File: config.mk
export PLATFORM = sky130hd
export DESIGN_NAME = countdown_timer
export DESIGN_NICKNAME = d
export VERILOG_FILES = /design/src/rtl/countdown_timer.sv
export SDC_FILE = /design/constraint.sdc
export NUM_CORES = 1
export LEC_CHECK = 0
export CORE_MARGIN = 2
export CORE_UTILIZATION = 25
export DETAILED_ROUTE_END_ITERATION = 8
export PLACE_DENSITY_LB_ADDON = 0.3
export RECOVER_POWER = 50
export SETUP_SLACK_MARGIN = 0.4
export SYNTH_ARGS = -nofsm -noshare
export SYNTH_HDL_FRONTEND = slang
export SYNTH_SLANG_ARGS = --single-unit
File: constraint.sdc
create_clock -name clk -period 2.1 [get_ports clk]
set_clock_uncertainty 0.05 [all_clocks]
set_input_delay 0.42 -clock clk [delete_from_list [all_inputs] [get_ports clk]]
set_output_delay 0.42 -clock clk [all_outputs]
set_load 0.01 [all_outputs]
File: src/rtl/countdown_timer.sv
// countdown_timer: loadable down-counter with a one-cycle terminal-count pulse.
// Loads a start value and decrements once per enabled clock.
// The start value saturates at LIMITE-1.
// Configuration macro COUNTDOWN_AUTO_RELOAD_EN:
//   defined   - on terminal count the last load value is reloaded and the
//               timer keeps running.
//   undefined - one-shot: the count drops to 0 and the timer goes idle.
module countdown_timer #(
  parameter int WIDTH  = 4,
  parameter int LIMITE = 16
) (
  input  logic             clk,
  input  logic             reset,
  input  logic             load,
  input  logic [WIDTH-1:0] load_value,
  input  logic             enable,
  output logic [WIDTH-1:0] out_counter,
  output logic             done,
  output logic             busy
);

  typedef enum logic {
    IDLE = 1'b0,
    RUN  = 1'b1
  } state_t;

  localparam logic [WIDTH-1:0] MAX_LV = WIDTH'(LIMITE - 1);
  localparam logic [WIDTH-1:0] ONE    = WIDTH'(1);

  // Clamp a requested start value to the largest legal count.
  function automatic logic [WIDTH-1:0] sat_load(input logic [WIDTH-1:0] v);
    return (v > MAX_LV) ? MAX_LV : v;
  endfunction

  state_t           state_q, state_d;
  logic [WIDTH-1:0] cnt_q, cnt_d;
  logic             done_q, done_d;
  logic [WIDTH-1:0] lv;

`ifdef COUNTDOWN_AUTO_RELOAD_EN
  // Only the reloading build ever reads back the last load value, so the
  // register exists only there.
  logic [WIDTH-1:0] reload_reg_q, reload_reg_d;
`endif

  // Next-state logic. Load beats terminal count, which beats decrement.
  always_comb begin
    lv      = sat_load(load_value);
    state_d = state_q;
    cnt_d   = cnt_q;
    done_d  = 1'b0;
`ifdef COUNTDOWN_AUTO_RELOAD_EN
    reload_reg_d = reload_reg_q;
`endif
    if (load) begin
      cnt_d   = lv;
      state_d = (lv != '0) ? RUN : IDLE;
`ifdef COUNTDOWN_AUTO_RELOAD_EN
      reload_reg_d = lv;
`endif
    end else if (state_q == RUN && enable) begin
      // Terminal count is detected at 1, so the decrement never wraps.
      // The <= also catches a zero count, which RUN should never hold.
      if (cnt_q <= ONE) begin
        done_d = 1'b1;
`ifdef COUNTDOWN_AUTO_RELOAD_EN
        cnt_d   = reload_reg_q;
        state_d = RUN;
`else
        cnt_d   = '0;
        state_d = IDLE;
`endif
      end else begin
        cnt_d = cnt_q - ONE;
      end
    end
  end

  // State, count and pulse registers. Reset asserts asynchronously.
  always_ff @(posedge clk or negedge reset) begin
    if (!reset) begin
      state_q <= IDLE;
      cnt_q   <= '0;
      done_q  <= 1'b0;
    end else begin
      state_q <= state_d;
      cnt_q   <= cnt_d;
      done_q  <= done_d;
    end
  end

`ifdef COUNTDOWN_AUTO_RELOAD_EN
  // Last effective load value. After reset it holds the largest legal count.
  always_ff @(posedge clk or negedge reset) begin
    if (!reset) begin
      reload_reg_q <= MAX_LV;
    end else begin
      reload_reg_q <= reload_reg_d;
    end
  end
`endif

  assign out_counter = cnt_q;
  assign done        = done_q;
  assign busy        = (state_q == RUN);

endmodule

## Word level (Yosys, flattened, before mapping)

Cells that the tools add are included.

- Word-level logic and storage cells: 22
- Bits of input ports: 8
- Register bits after elaboration: 6
- Output and inout bits: 6

- Add/sub/neg operators: 1
- Order comparisons: 2
- Reductions and logical operators: 5
- Mux-type cells: 11

Operator list:

| kind | count |
|---|---|
| $mux W4 | 4 |
| $mux W1 | 7 |
| $gt A4 B4 Y1 const B | 1 |
| $le A4 B1 Y1 const B | 1 |
| $reduce_bool A2 Y1 | 2 |
| $reduce_bool A4 Y1 | 1 |
| $sub A4 B1 Y4 const B | 1 |
| $reduce_and A2 Y1 | 1 |
| $logic_and A1 B1 Y1 | 1 |

## Depth between registers and ports, before layout

- Depth in word-level cells: 5
- Depth in mapped cells: 5

## Worst setup path after synthesis

OpenSTA, ideal clock, no wires.

- Kind: register to register
- Start: register cnt_q[0], in the netlist out_counter[0]
- End: register cnt_q[3], in the netlist out_counter[3]
- Data required time: 1.906 ns
- Arrival time: 1.127 ns
- Slack: 0.780 ns
- Setup time: 0.144 ns
- Stages on the path, launching flop included: 6
- Clock period less this slack: 1.320 ns
- Path through: dfrtp_1 inv_1 ha_1 nor2_1 o311ai_0 o311ai_1

- Longest elaborated chain between the ends: 4
- Elaborated cells on any way between the ends: 5
- Those cells by class: add/sub (1); order compare (1); mux (3)

Ends and longest elaborated chain:

| what | RTL line | text |
|---|---|---|
| from (decl) | 36 | `logic [WIDTH-1:0] cnt_q, cnt_d;` |
| from (signal assigned) | 87 | `cnt_q <= cnt_d;` |
| $sub A4 B1 Y4 or $le A4 B1 Y1 (tied branches) | 74, 64 |  |
| $mux W4 * | 64 | `if (cnt_q <= ONE) begin` |
| $mux W4 * | 61 | `end else if (state_q == RUN && enable) begin` |
| $mux W4 * | 55 | `if (load) begin` |

Every way passes the cells marked *; elsewhere a longest branch is shown, timed or not. The select of a mux whose other input is x is not followed.
A chain may end at the register's enable or synchronous reset.

## Worst setup path in the final report

- Start: register cnt_q[2], in the netlist out_counter[2]
- End: output out_counter[2]

RTL lines:

| what | RTL line | text |
|---|---|---|
| to (decl) | 17 | `output logic [WIDTH-1:0] out_counter,` |

No word-level cell between the ends.

==> reports/metrics.csv <==
stage;metric;value;unit
outcome;outcome;finished, final reports clean;
pwr;P per Cell Area;628.0;nW/um2
layout;Fill cells;148;
drt;routed len/inst;11.84;um
die;die height;42.88;um
global_route;met1 Usage GRT;15.10;%
pwr;clock power share;29.9;%
pwr;switching share of power;30.28;%
yosys;synth unique cells;19;
drt;DRT Pass-1 Iters;3;
clock_network;TritonCTS buffer count;3;
yosys;combinational family with the most area after synthesis;compound AO/OA/AOI/OAI gates;
critical_path;CP Buf/Inv Count;1;
yosys;XOR/XNOR Fraction of Synth Area;0;%
critical_path;crit-path max cell delay;0.53;ns
critical_path;crit start category;flip-flop;
timing;final setup fails;0;
timing;RSZ-0062 raised after global routing;false;
yosys;Syn Nets;51;
yosys;Avg Inst Size Synth;9.216;um2
global_route;grt total ovfl;0;
timing;Tmin final;1.594;ns
placement;IO Port Bufs;13;
critical_path;chain of cells forming the critical path;clkdlybuf4s50_1;
placement;placed insts;70;
timing;Final Hold Violating Endpoints;0;
yosys;Seq/Total Area, Yosys;39.74;%
timing;final-report max-slew violation count;0;
clock_network;CTS sink count;6;
drt;via count;388;
placement;Final HPWL DP;664.7;um
yosys;synthesized netlist cell count;41;
clock_network;Hold Buf Count CTS;0;
layout;Core Util, Final;39.93;%
drt;1st-iter DRT viols;5;
pwr;P_int;0.0002542;W
global_route;first-pass GRT wire length;1.573;mm
critical_path;Worst EP required;1.63;ns
layout;NumNets Final;73;
die;I/O pin count;14;
critical_path;slowest stage cell, crit path;clkdlybuf4s50_1;
global_route;M2 GR Usage;15.76;%
clock_network;CTS tree;done;
worst_hold_path;Hold Crit Class;input pin to async pin;
yosys;Adder-Cell Fraction of Synth Area;6.623;%
layout;most frequent cells in the layout;clkdlybuf4s50_1 (10), inv_1 (5), a21oi_1 (4), dfrtp_1 (4), buf_4 (4);
pwr;sequential share of power;38.9;%
clock_network;H-Tree Depth;1;
layout;layout cells sized above 1;14.75;%
yosys;register bit total from synthesis;6;
layout;ant diodes;0;
drt;Post-route DRC;0;
clock_network;Clk Latency, worst-skew pair;0.25;ns
drt;final wirelength;912;um
timing;Worst Max-Slew Pin Slew;0.3019;ns
yosys;mux share of post-synthesis cell area;2.649;%
die;Die Wd;42.88;um
placement;GPL Wtd Cong;0.6978;
layout;commonest non-fill, non-tap cell in the layout;clkdlybuf4s50_1;
timing;FMAX;627.2;MHz
critical_path;Worst Setup End Kind;primary output;
die;row count;14;
pwr;P_leak;0.2582;nW
yosys;Compound-Gate Fraction of Synth Area;24.17;%
layout;post-route cell area;580.6;um2
critical_path;WP data arrival;1.12;ns
pwr;Comb pwr share;31.2;%
yosys;post-synthesis instance area;377.9;um2
critical_path;Crit Path Category;flip-flop to primary output;
layout;final non-filler cell total;77;
timing;relative slew slack;79.62;%
yosys;simple-gate share of the synthesized area;20.53;%
clock_network;root buffer cell;clkbuf_4;
die;Initial Util;25.99;%
global_route;initial antenna violation count;0;
placement;DP Area;530.5;um2
critical_path;CP delay by family, top;buffers and inverters;
drt;antenna viol nets, final;0;
global_route;vias in the first global route;344;
pwr;peak supply drop;0.3564;mV
clock_network;Clock transition at path regs;0.05;ns
drt;Via density;5.039;
yosys;synth warn;0;
timing;TNS Setup;0;ns
global_route;largest net degree at the start of global routing;13;
global_route;GR peak layer;met2;
layout;Syn-to-layout area delta;53.64;%
flow_run;# Max-Cap Violations;0;
critical_path;critical-path maximum fanout;2;
global_route;Total GRT Usage;12.55;%
die;core area;1454;um2
timing;Final period util;75.92;%
global_route;met3 usage;6.383;%
die;die area;1838;um2
clock_network;maximum clock insertion buffer count;2;
pwr;sw power;0.0001104;W
area by class of cell:
cell class | count | area [um2] | area share, %
timing repair buffer | 18 | 162.7 | 28.02
inverter | 5 | 18.77 | 3.233
tap | 16 | 20.02 | 3.448
sequential | 6 | 152.6 | 26.29
multi-input combinational | 29 | 203.9 | 35.13
clock buffer | 3 | 22.52 | 3.879
cells by family after synthesis:
kind of cell,Yosys count
AO/OA/AOI/OAI,13
AND/OR/NAND/NOR,13
buffers and inverters,6
flip-flops,6
adder cells (fa/ha/maj),2
multiplexers,1
state kept, by name, summed over array words and instances, names as in the netlist:
signal       cells
busy             1
done             1
out_counter      4
final timing paths:
| check | end | depth (start not counted) | startpoint | slack [ns] |
|---|---|---|---|---|
| setup / recovery | out_counter[2] | 1 | out_counter[2] | 0.51 |
| hold / removal | busy | 1 | reset | 0.44 |
| setup reg to reg | out_counter[0] | 6 | out_counter[0] | 0.61 |
| hold reg to reg | out_counter[1] | 2 | out_counter[1] | 0.61 |
| max in group asynchronous | out_counter[3] | 1 | reset | 1.32 |
| min in group clk | out_counter[1] | 2 | out_counter[1] | 0.61 |
power groups by stage:
stage                     Combinational [W]  Clock, W  Sequential [W]
after floorplan                   0.0000423         0        0.000151
after global placement            0.0000990         0        0.000150
after detailed placement           0.000100         0        0.000149
after CTS                          0.000110  0.000116        0.000143
after global routing               0.000126  0.000128        0.000144
final                              0.000114  0.000109        0.000142
layer usage:
metal	wire length [um]	share of wire (%)	vias to the layer above
li1	-	-	194
met1	433	47	177
met2	391	43	12
met3	52	5.7	5
met4	35	3.8	0
met5	0	0	-
per-stage QoR:
stage	setup slack (ns)	power, W	hold slack, ns
after global placement	0.5114	0.0002487	0.5546
final	0.5056	0.0003646	0.4404
after floorplan	0.7795	0.0001930	0.07441
after detailed placement	0.4982	0.0002495	0.5543
after global routing	0.4378	0.0003984	0.4359
after CTS	0.4067	0.0003683	0.3762
repair_timing:
item / in CTS / in global routing
resized for setup: 3 / 1
pin swaps: 0 / 0
buffers inserted: 2 / 2
endpoints found under the setup margin: 3 / 2
synthesized netlist by cell type:
cell type / count / share of area, %
dfrtp_1: 6 / 40
inv_1: 5 / 5.0
a21oi_1: 4 / 5.3
nand2_1: 3 / 3.0
nor2b_1: 3 / 5.0
o311ai_0: 3 / 7.0
ha_1: 2 / 6.6
nor3_1: 2 / 2.6
o21ai_0: 2 / 2.6
o41ai_1: 2 / 4.6
and2_1: 1 / 1.7
and4b_1: 1 / 2.6
and4bb_1: 1 / 3.3
buf_2: 1 / 1.3
mux2i_1: 1 / 2.6
nand3_1: 1 / 1.3
nor2_1: 1 / 0.99
o311ai_1: 1 / 2.3
o31a_1: 1 / 2.3
Note: power is estimated with default switching activity, not from simulation.
==> edit 1, RTL diff (config.mk and constraints unchanged) <==
Add an input register stage for `load_value` and `enable`, without a reset; this delays them by one clock. The other inputs are not delayed to match.
--- a/src/rtl/countdown_timer.sv
+++ b/src/rtl/countdown_timer.sv
@@ -29,2 +29,10 @@
 
+  logic [WIDTH-1:0] load_value_q;
+  logic enable_q;
+
+  always_ff @(posedge clk) begin
+    load_value_q <= load_value;
+    enable_q     <= enable;
+  end
+
   // Clamp a requested start value to the largest legal count.
@@ -47,3 +55,3 @@
   always_comb begin
-    lv      = sat_load(load_value);
+    lv      = sat_load(load_value_q);
     state_d = state_q;
@@ -60,3 +68,3 @@
 `endif
-    end else if (state_q == RUN && enable) begin
+    end else if (state_q == RUN && enable_q) begin
       // Terminal count is detected at 1, so the decrement never wraps.
Behaviour: not the same (a bounded check fails within 4 cycles, from zero or initial values and one cycle with reset low).
==> edit 1 against the unedited design <==
Routed wire length rose by 2.1%. Global-route usage fell by 3.1 points. Maximum frequency down 1.7%. Cell area rose by 21%. Setup slack worse by 0.027 ns. Count of clock-buffer cells in the layout up 1. Synthesized area increased by 28%. Power increased by 37%. Sequential cell count rose by 5. Die area increased by 25%. Critical path type unchanged. Critical endpoint is now out_counter[3].
==> edit 1: results (changes against the unedited design) <==
Slowest-stage cell, CP clkdlybuf4s50_1; CTS Buf Count 3 (unchanged); drt pass-1 iters 2 (-1); largest net degree at the start of global routing 12 (-1); largest cells by area after synthesis dfrtp_1 31%, dfxtp_1 21%, ha_1 5.2%; outcome complete, no violations; all-layer global routing usage 9.44% (-3.1 points); P_leak 0.311 nW (+20%); commonest cells in the netlist 6 x dfrtp_1, 5 x dfxtp_1, 5 x inv_1, 4 x a21oi_1; drt wl/cell 10.3 um (-13%); Peak VDD IR 0.000300 V (-16%); Vias/cell 4.41 (-12%); post-synthesis sequential area ratio 51.7% (+12 points); clock-pin slew on the worst setup and hold paths 0.07 ns (+0.02 ns); clk buf depth 2 (unchanged); antenna violations before repair 0 (unchanged); first-pass GRT wire length 1380 um (-12%); post-DP HPWL 680 um (+2.3%); Async S/R FF share, synth 54.5% (-45 points); arrival time at the worst endpoint 1.15 ns (+0.03 ns); nets 76 (+4.1%); HP Class input port to async pin; Crit path max-delay family buffers and inverters; Syn Nets 55 (+7.8%); vias in the first global route 311 (-9.6%); Main synth FF type dfrtp_1; Tightest Pin Transition 0.328 ns (+0.0259 ns); CP peak stage delay 0.53 ns (about the same); RePlAce Congestion 0.697 (-0.16%); H-tree depth 1 (unchanged); share of cells above drive strength 1 20.0% (+5.2 points); DR iter-0 viols 10 (+5); insertion delay to the later sink of the worst-skew pair 0.27 ns (+0.02 ns); FILL cells 184 (+24%); Synth cell types 21 (+2)
==> edit 1: final timing paths <==
check	start	to	slack (ns)	depth (start not counted)
min in group clk	load_value_q[2]	out_counter[2]	0.42	2
hold / removal	reset	out_counter[0]	0.41	1
hold reg to reg	load_value_q[2]	out_counter[2]	0.42	2
setup / recovery	out_counter[3]	out_counter[3]	0.48	1
setup reg to reg	out_counter[0]	out_counter[1]	0.62	6
max in group asynchronous	reset	out_counter[2]	1.34	1
==> edit 1: metrics by stage <==
stage | util, % | cell area (um2) | setup WS [ns] | instances | power (mW)
finish | 39.4 | 703 | 0.478 | 90 | 0.501
floorplan | - | 484 | 0.772 | 45 | 0.300
detailed placement | 36.0 | 642 | 0.580 | 82 | 0.349
CTS | 38.9 | 693 | 0.357 | 89 | 0.507
global placement | 36.0 | 642 | 0.593 | 82 | 0.348
global route | 39.4 | 703 | 0.432 | 90 | 0.531
==> edit 1: layout make-up <==
type	instances	area [um2]	area share (%)
Sequential cell	11	253	35.9
Tap cell	25	31.3	4.45
Timing Repair Buffer	17	163	23.1
Inverter	5	18.8	2.67
Multi-Input combinational cell	28	211	30.1
Clock buffer	4	26.3	3.74
==> edit 1: what timing repair did <==
action                                  CTS  global route
endpoints found under the hold margin     0             0
buffers inserted                          3             1
gates resized for setup                   2             1
endpoints found under the setup margin    4             2
==> edit 1: kinds of logic after synthesis <==
family | share of synthesized area [%]
simple gates | 17.1
compound gates | 19.4
flops | 51.7
buf+inv | 4.65
fa+ha+maj | 5.17
mux | 2.07
==> edit 1: where the power goes <==
group	switching, mW	internal [mW]	total [mW]	leakage, nW
clock	0.0737	0.0736	0.147	0.0150
combinational	0.0557	0.0613	0.117	0.184
sequential	0.00978	0.227	0.237	0.112
==> edit 1: per-layer routing <==
layer / vias up / track usage (%) / part of all wire, %
met2: 12 / 12.3 / 44
met3: 4 / 2.26 / 6.3
met1: 177 / 12.8 / 48
met4: 0 / 8.11 / 1.9
li1: 204 / - / -
met5: - / 0 / 0
==> edit 2, RTL diff (same flow settings) <==
Made on the original files. The parameter `WIDTH` goes from 4 to 6.
--- a/src/rtl/countdown_timer.sv
+++ b/src/rtl/countdown_timer.sv
@@ -8,3 +8,3 @@
 module countdown_timer #(
-  parameter int WIDTH  = 4,
+  parameter int WIDTH  = 6,
   parameter int LIMITE = 16
Interface: changed (resized load_value and out_counter); port bits go from 14 to 18. The function was not compared with the original's and may differ.
==> edit 2 against the unedited design <==
Setup slack lost 0.13 ns. First-iteration DRC count grew 80%. Power rose by 13%. Count of clock-buffer cells in the layout did not move. Cell area up 38%. Routed wire length rose by 50%. Maximum frequency shrank 7.4%. Die area is 28% higher. Via count is 38% higher. Global-route usage is 1.3 points lower. Synthesized area up 31%. Sequential cell count rose by 2. Critical path type is now register to register. Critical endpoint is now out_counter[5]. Largest cell class unchanged. Largest power group unchanged.
==> edit 2: results (changes against the unedited design) <==
outcome complete, no violations; Area growth syn-to-layout 62.3%; all-layer global routing usage 11.3% (-1.3 points); Worst R2R Path Depth 5 (-1); Slowest-stage cell, CP dfrtp_1; Crit path max-delay family compound AO/OA/AOI/OAI gates; Synth Area in Compound Gates 28.4% (+4.2 points); drt wl/cell 13.2 um (+12%); commonest cells in the netlist 8 x dfrtp_1, 4 x a21oi_1, 3 x a2bb2oi_1, 3 x inv_1, 3 x nand2_1; FILL cells 215 (+45%); RePlAce Congestion 0.725 (+3.9%); vias in the first global route 465 (+35%); largest cells by area after synthesis dfrtp_1 41%, a2bb2oi_1 5.3%, ha_1 5.1%; area share of fa/ha/maj cells after synthesis 5.06% (-1.6 points); Setup WS pre-CTS 0.143 ns (-0.356 ns); Peak VDD IR 0.000258 V (-27%); internal power 0.288 mW (+13%); arrival time at the worst endpoint 1.84 ns (+0.72 ns); P_leak 0.315 nW (+22%); number of flip-flops in the largest register 6 (+2); Synth cell types 24 (+5); number of flip-flops and latches 8 (+2); Syn Nets 63 (+24%); sequential power 0.176 mW (+24%); first-pass GRT wire length 1970 um (+25%); bufs w/o clock 23 (+5); post-synthesis sequential area ratio 40.5% (+0.77 points); WL met1 574 um (+33%); buffering overhead 27.3% (-0.72 points); M3 GR Usage 2.16% (-4.2 points); clk cell area share 2.81% (-1.1 points); Mean Syn Cell Area 9.69 um2 (+5.1%); Slew Limit Headroom 68.7% (-11 points); global-route track usage on met2 19.0% (+3.2 points); DR iter-0 viols 9 (+4); clock group share of total power 30.2% (+0.3 points); drt pass-1 iters 4 (+1); share of cells above drive strength 1 26.3% (+12 points); port buffer count 17 (+4); nets 90 (+23%); metal2 WL 639 um (+63%); post-DP HPWL 896 um (+35%); Reg area 200 um2 (+31%); met1 usage 12.0% (-3.1 points); mux cell area share after synthesis 0% (-2.6 points); placed cell areas 702 um2 (+32%); Crit Path Max Fanout 6 (+4); largest net degree at the start of global routing 14 (+1); power per cell area 514 nW/um2 (-18%); multi-input combinational area share 39.3% (+4.2 points); number of non-clock inverters 3 (-2)
[edit 2: repair_timing]
action / in CTS / in global routing
gates resized for setup: 7 / 8
pin swaps: 0 / 1
endpoints found under the setup margin: 10 / 6
setup buffers: 3 / 2
hold buffers: 0 / 0
[edit 2: through the flow]
| step | utilization [%] | cells | hold WS (ns) |
|---|---|---|---|
| 2_1_floorplan | - | 51 | 0.0744 |
| 5_1_grt | 41.7 | 103 | 0.490 |
| 3_5_place_dp | 36.5 | 95 | 0.538 |
| 4_1_cts | 39.5 | 101 | 0.413 |
| 3_3_place_gp | 36.5 | 95 | 0.534 |
| 6_report | 41.7 | 103 | 0.469 |
[edit 2: worst paths after layout]
kind | end | slack (ns) | startpoint
worst max-delay path | out_counter[5] | 0.38 | out_counter[0]
worst min-delay path | out_counter[3] | 0.47 | reset
worst max register to register | out_counter[5] | 0.38 | out_counter[0]
worst min register to register | done | 0.62 | out_counter[4]
max in group asynchronous | busy | 1.24 | reset
min in group clk | done | 0.62 | out_counter[4]
